`config.mk`:
```
export PLATFORM = sky130hd
export DESIGN_NAME = sec_alarm_agg
export DESIGN_NICKNAME = d
export VERILOG_FILES = /design/src/rtl/sec_alarm_agg.sv
export SDC_FILE = /design/constraint.sdc
export NUM_CORES = 1
export LEC_CHECK = 0
export CAP_MARGIN = 5
export CORE_UTILIZATION = 40
export CTS_CLUSTER_SIZE = 24
export DETAILED_ROUTE_END_ITERATION = 8
export GPL_TIMING_DRIVEN = 0
export PLACE_DENSITY = 0.68
export SYNTH_ARGS = -nofsm -noshare
export SYNTH_HDL_FRONTEND = slang
export SYNTH_SLANG_ARGS = --single-unit
```
`constraint.sdc`:
```
create_clock -name clk -period 2.1 [get_ports clk]
set_input_delay 0.42 -clock clk [delete_from_list [all_inputs] [get_ports clk]]
set_output_delay 0.42 -clock clk [all_outputs]
set_load 0.01 [all_outputs]
```
`src/rtl/sec_alarm_agg.sv`:
```
// Security alarm aggregator: per-source sync, debounce, latch and mask of SRCN alarm
// inputs into one registered irq, plus a timed escalation (chip reset request) FSM.
module sec_alarm_agg #(
    parameter int unsigned SRCN = 8,
    parameter int unsigned DBW  = 4,
    parameter int unsigned ESCW = 16
) (
    input  logic            clk,
    input  logic            reset,
    input  logic [SRCN-1:0] src,
    input  logic            reg_sel,
    input  logic            reg_we,
    input  logic [2:0]      reg_addr,
    input  logic [31:0]     reg_wdata,
    output logic [31:0]     reg_rdata,
    output logic            irq,
    output logic            esc,
    output logic [1:0]      esc_state
);

    localparam int unsigned DW = 32;

    localparam logic [2:0] A_EN     = 3'd0;
    localparam logic [2:0] A_MODE   = 3'd1;
    localparam logic [2:0] A_STATUS = 3'd2;
    localparam logic [2:0] A_ESC    = 3'd3;
    localparam logic [2:0] A_LOCK   = 3'd4;
    localparam logic [2:0] A_DBNC   = 3'd5;

    typedef enum logic [1:0] {
        IDLE  = 2'd0,
        ARMED = 2'd1,
        FIRE  = 2'd2
    } esc_state_t;

    // Configuration and status registers
    logic [SRCN-1:0] en;
    logic [SRCN-1:0] mode;
    logic [SRCN-1:0] status;
    logic [ESCW-1:0] esc_tmo;
    logic            esc_en;
    logic            lock;
    logic [DBW-1:0]  dbnc;

    // Alarm datapath
    logic [SRCN-1:0] sync1;
    logic [SRCN-1:0] s;
    logic [DBW-1:0]  cnt [SRCN];
    logic [SRCN-1:0] q;
    logic [SRCN-1:0] q_prev;
    logic [SRCN-1:0] set_c;
    logic [SRCN-1:0] clr_c;

    // Escalation
    esc_state_t      state;
    esc_state_t      state_next;
    logic [ESCW-1:0] timer;
    logic [ESCW-1:0] timer_next;
    logic            esc_next;

    logic wr_c;
    logic rd_c;
    logic cfg_wr_c;
    logic unused_wdata;

    assign wr_c         = reg_sel & reg_we;
    assign rd_c         = reg_sel & ~reg_we;
    assign cfg_wr_c     = wr_c & ~lock;
    assign unused_wdata = ^reg_wdata;

    // Configuration writes; lock freezes everything but STATUS W1C
    always_ff @(posedge clk) begin
        if (reset) begin
            en      <= '0;
            mode    <= '0;
            esc_tmo <= '0;
            esc_en  <= 1'b0;
            lock    <= 1'b0;
            dbnc    <= '0;
        end else begin
            if (cfg_wr_c && reg_addr == A_EN) begin
                en <= reg_wdata[SRCN-1:0];
            end
            if (cfg_wr_c && reg_addr == A_MODE) begin
                mode <= reg_wdata[SRCN-1:0];
            end
            if (cfg_wr_c && reg_addr == A_ESC) begin
                esc_tmo <= reg_wdata[ESCW-1:0];
                esc_en  <= reg_wdata[31];
            end
            if (cfg_wr_c && reg_addr == A_DBNC) begin
                dbnc <= reg_wdata[DBW-1:0];
            end
            if (wr_c && reg_addr == A_LOCK && reg_wdata[0]) begin
                lock <= 1'b1;
            end
        end
    end

    // Read port; data holds until the next read
    always_ff @(posedge clk) begin
        if (reset) begin
            reg_rdata <= '0;
        end else if (rd_c) begin
            case (reg_addr)
                A_EN:     reg_rdata <= DW'(en);
                A_MODE:   reg_rdata <= DW'(mode);
                A_STATUS: reg_rdata <= DW'(status);
                A_ESC:    reg_rdata <= DW'(esc_tmo) | {esc_en, 31'b0};
                A_LOCK:   reg_rdata <= DW'(lock);
                A_DBNC:   reg_rdata <= DW'(dbnc);
                default:  reg_rdata <= '0;
            endcase
        end
    end

    // Two-flop synchroniser
    always_ff @(posedge clk) begin
        if (reset) begin
            sync1 <= '0;
            s     <= '0;
        end else begin
            sync1 <= src;
            s     <= sync1;
        end
    end

    // Debounce counters saturate at DBNC; a drop in DBNC clamps the count
    always_ff @(posedge clk) begin
        for (int i = 0; i < int'(SRCN); i++) begin
            if (reset || !s[i]) begin
                cnt[i] <= '0;
            end else if (cnt[i] < dbnc) begin
                cnt[i] <= cnt[i] + DBW'(1);
            end else begin
                cnt[i] <= dbnc;
            end
        end
    end

    always_comb begin
        q = '0;
        for (int i = 0; i < int'(SRCN); i++) begin
            q[i] = s[i] && (cnt[i] == dbnc);
        end
    end

    // Level sources set every cycle q is high, edge sources only on q rising
    assign set_c = q & (~mode | ~q_prev);
    assign clr_c = (wr_c && reg_addr == A_STATUS) ? reg_wdata[SRCN-1:0] : '0;

    always_ff @(posedge clk) begin
        if (reset) begin
            q_prev <= '0;
            status <= '0;
            irq    <= 1'b0;
        end else begin
            q_prev <= q;
            status <= (status & ~clr_c) | set_c;
            irq    <= |(status & en);
        end
    end

    // Escalation state register
    always_ff @(posedge clk) begin
        if (reset) begin
            state <= IDLE;
            timer <= '0;
            esc   <= 1'b0;
        end else begin
            state <= state_next;
            timer <= timer_next;
            esc   <= esc_next;
        end
    end

    // Escalation next-state; FIRE is terminal and the spare encoding fails into it
    always_comb begin
        state_next = state;
        timer_next = timer;
        esc_next   = esc;
        case (state)
            IDLE: begin
                if (irq && esc_en) begin
                    state_next = ARMED;
                    timer_next = esc_tmo;
                end
            end
            ARMED: begin
                if (!irq || !esc_en) begin
                    state_next = IDLE;
                end else if (timer == '0) begin
                    state_next = FIRE;
                end else begin
                    timer_next = timer - ESCW'(1);
                end
            end
            FIRE: begin
                state_next = FIRE;
            end
            default: begin
                state_next = FIRE;
            end
        endcase
        if (state_next == FIRE) begin
            esc_next = 1'b1;
        end
    end

    assign esc_state = state;

endmodule

```
==> impl_results.md <==
- Hold Fails Final Rpt: 0
- RR Startpoint: timer[10]
- Reg2reg path depth: 6
- H-tree levels: 4
- CTS tree: done
- Detailed Route WL: 18000 um
- Slowest stage delay, CP: 0.55 ns
- CTS hold repair buffers: 0
- Post-synth EDFFs: 32
- Clk pin slew, worst setup/hold paths: 0.06 ns
- Area of the multi-input gates: 3830 um^2
- First-pass GRT wire length: 28200 um
- Final setup fails: 1
- Final Cycle Share: 100%
- Die ar.: 17900 um^2
- Worst Max-Slew Pin Slew: 0.855 ns
- Slowest CP cell: or4_4
- GPL Wtd Cong: 0.827
- DP Area: 7880 um^2
- Chip height: 134 um
- Fin nets: 942
- Diodes inserted: 0
- Failing checks: negative setup slack
- Critical path peak fanout: 5
- CP Cell Sequence: or4_4 -> or3_4 -> o21a_4 -> buf_8 -> mux2i_1 -> a21oi_1
- DIE WIDTH: 134 um
- Clk_skew: 0.0168 ns
- Fraction of registers with async set/reset: 0%
- Vias per inst: 5.33
- Crit path arrival time: 2.39 ns
- Routed wire per std cell: 16.5 um
- Pin count of the biggest net entering global routing: 17
- Share of cells above drive strength 1: 15.8%
- RSZ-0062 raised after global routing: true
- Overall Global Routing Usage: 20.6%
- Avg Inst Size Synth: 9.68 um^2
- Final Core Density: 53.3%
- Fmax: 0.476 GHz
- Area grow syn2layout: 28.9%
- TritonCTS Buffers: 17
- Aggregate global routing overflow: 0
- Total power: 6.38 mW
- Maximum root-to-sink buffer count: 2
- Antenna Violating Nets Remaining: 0
- Max-Cap Viols: 0
- Number of synthesized register bits: 139
- Initial core utilization: 41.3%
- RR Endpoint: timer[0]
- FILL cells: 1451
- Fin worst setup slack: -0.00213 ns
- Min Tclk post-route: 2.10 ns
- WHS: 0.434 ns
- Setup Crit Path Kind: reg2reg
- Hold/Removal Path Class: reg2reg
- Post-route DRC: 0
- HPWL reported at the end of detailed placement: 12000 um
- End of the critical path: timer[0]
- Worst EP required: 2.39 ns
- Synth Instances: 716
- Initial drt markers: 457
- Pwr/cell area: 715 nW/um^2
- Number of global-route vias before repair: 5391
- Core ar.: 16800 um^2
- Setup slack, reg-to-reg: -0.002 ns
- Worst setup SP type: flip-flop
- Start point of the critical path: timer[10]
- Worst setup EP type: flip-flop
- DR vias: 5791
- Slew Viols, Final: 0
- Io pins: 83
- Synthesized area: 6930 um^2
- Clock root cell: clkbuf_16
- Row Count: 47
- I/O Buffers: 50
- Antenna violations before repair: 0
- Synth Flop Type: dfxtp_1
- FF+latch area: 3120 um^2
- Worst IR Drop VDD: 0.632 mV
- Final Instance Area: 8930 um^2
- Status: finished, violations left
- Worst skew pair latency: 0.44 ns
- Rel. slew slack: 43.0%
- Register area share after synthesis: 44.8%
- Total iterations of the first detailed-routing run: 5
- Clock Sink Count: 139
- Yosys warns: 0
- Leakage: 3.41 nW
- Yosys cell types: 59
## flip-flops by register name, summed over array words and instances, names as in the netlist, 2 cells and up
signal / cells
mode: 8
en: 8
sync1: 8
dbnc: 4
q_prev: 8
cnt: 32
timer: 16
status: 8
s: 8
reg_rdata: 17
esc_tmo: 16
esc_state: 2
## critical path: cells and delay by family, from the launching register on
| family | cells | cell delay (ns) |
|---|---|---|
| simple gates | 2 | 1.00 |
| compound gates | 2 | 0.35 |
| flops | 1 | 0.33 |
| mux | 1 | 0.14 |
| buf+inv | 1 | 0.14 |
## Yosys cell counts (5+ instances only)
| cell | number | area [um^2] |
|---|---|---|
| dfxtp_1 | 107 | 2140 |
| nor2_1 | 82 | 308 |
| a21oi_1 | 51 | 255 |
| nand2_1 | 45 | 169 |
| mux2i_1 | 43 | 430 |
| ha_1 | 41 | 513 |
| edfxtp_1 | 32 | 961 |
| nor2b_1 | 31 | 194 |
| clkbuf_1 | 26 | 97.6 |
| a311oi_1 | 25 | 219 |
| inv_1 | 25 | 93.8 |
| nand3_1 | 21 | 105 |
| a22oi_1 | 17 | 128 |
| buf_4 | 15 | 113 |
| nor3_1 | 13 | 65.1 |
| o21ai_1 | 11 | 55.1 |
| o21a_1 | 9 | 67.6 |
| a21o_1 | 8 | 60.1 |
| a32o_1 | 8 | 80.1 |
| nand4_1 | 8 | 50.1 |
| xnor2_1 | 8 | 70.1 |
| xor2_1 | 8 | 70.1 |
| o21ai_0 | 6 | 30.0 |
| and3_1 | 5 | 31.3 |
| mux4_2 | 5 | 113 |
| nand2b_1 | 5 | 31.3 |
## placed cells by master, fill, tap and decap left out, drive strengths merged, types with 9 or more instances in the layout
cell type	synthesis	final
a311oi	25	25
a21oi	55	55
dfxtp	107	107
ha	41	41
conb	2	47
nor2	83	83
a22oi	17	17
nor2b	31	31
mux2i	43	43
buf	23	48
clkbuf	26	46
o21a	10	10
o21ai	20	20
nand3	21	21
nand2	45	45
a21o	9	9
clkdlybuf4s50	0	50
nor3	14	14
inv	25	26
edfxtp	32	32
## stage by stage
step / TNS (ns) / instances / setup WS [ns]
2_1_floorplan: 0 / 761 / 0.0307
3_3_place_gp: -47.75 / 1031 / -0.763
3_5_place_dp: -50.44 / 1031 / -0.846
4_1_cts: -0.245 / 1073 / -0.0826
5_1_grt: -0.169 / 1087 / -0.0739
6_report: -0.00213 / 1087 / -0.00213
## layer usage
layer	GRT usage, %	share of wire, %	vias to the layer above
met5	0	0	-
met4	8.33	2.2	0
met3	4.57	5.5	31
met2	32.0	46	175
met1	27.7	46	2755
li1	-	-	2830
## how the worst min path moves through the flow
stage          cells past startpoint   end  slack [ns]  startpoint
3_3_place_gp                       1  s[1]        0.42    sync1[1]
5_1_grt                            1  s[4]        0.45    sync1[4]
3_5_place_dp                       1  s[1]        0.42    sync1[1]
4_1_cts                            1  s[1]        0.44    sync1[1]
6_report                           1  s[1]        0.43    sync1[1]
2_1_floorplan                      1  s[0]        0.41    sync1[0]
## layout make-up
type | instances | area share [%]
Timing Repair inverter | 1 | 0.0561
Inverter | 26 | 1.23
Buffer | 47 | 3.13
Sequential cell | 139 | 34.9
Clock buffer | 22 | 5.44
Clock inverter | 10 | 1.25
Tap cell | 220 | 3.08
Multi-Input combinational cell | 547 | 42.9
Timing Repair Buffer | 75 | 7.97
## cells by family (layout without fill, tap and decap cells)
logic type | after synthesis | after routing | synth area share [%]
other cells | 2 | 47 | 0.108
fa+ha+maj | 41 | 41 | 7.40
simple gates | 227 | 227 | 15.7
flops | 139 | 139 | 44.8
mux | 48 | 48 | 7.84
compound gates | 168 | 168 | 16.9
buf+inv | 75 | 181 | 5.26
xor+xnor | 16 | 16 | 2.02
## power by group
part,internal [mW],switching (mW),total (mW)
Combinational,0.228,0.287,0.515
Sequential,2.79,0.0432,2.83
Clock,1.88,1.16,3.03
Total,4.89,1.49,6.38
## timing repair
| action | CTS | global route |
|---|---|---|
| gates cloned | 2 | 1 |
| gates resized for setup | 48 | 26 |
| pin swaps | 15 | 20 |
| setup endpoints to repair | 83 | 65 |
| setup buffers | 9 | 14 |
No activity file was read; power rests on OpenSTA's default activity.
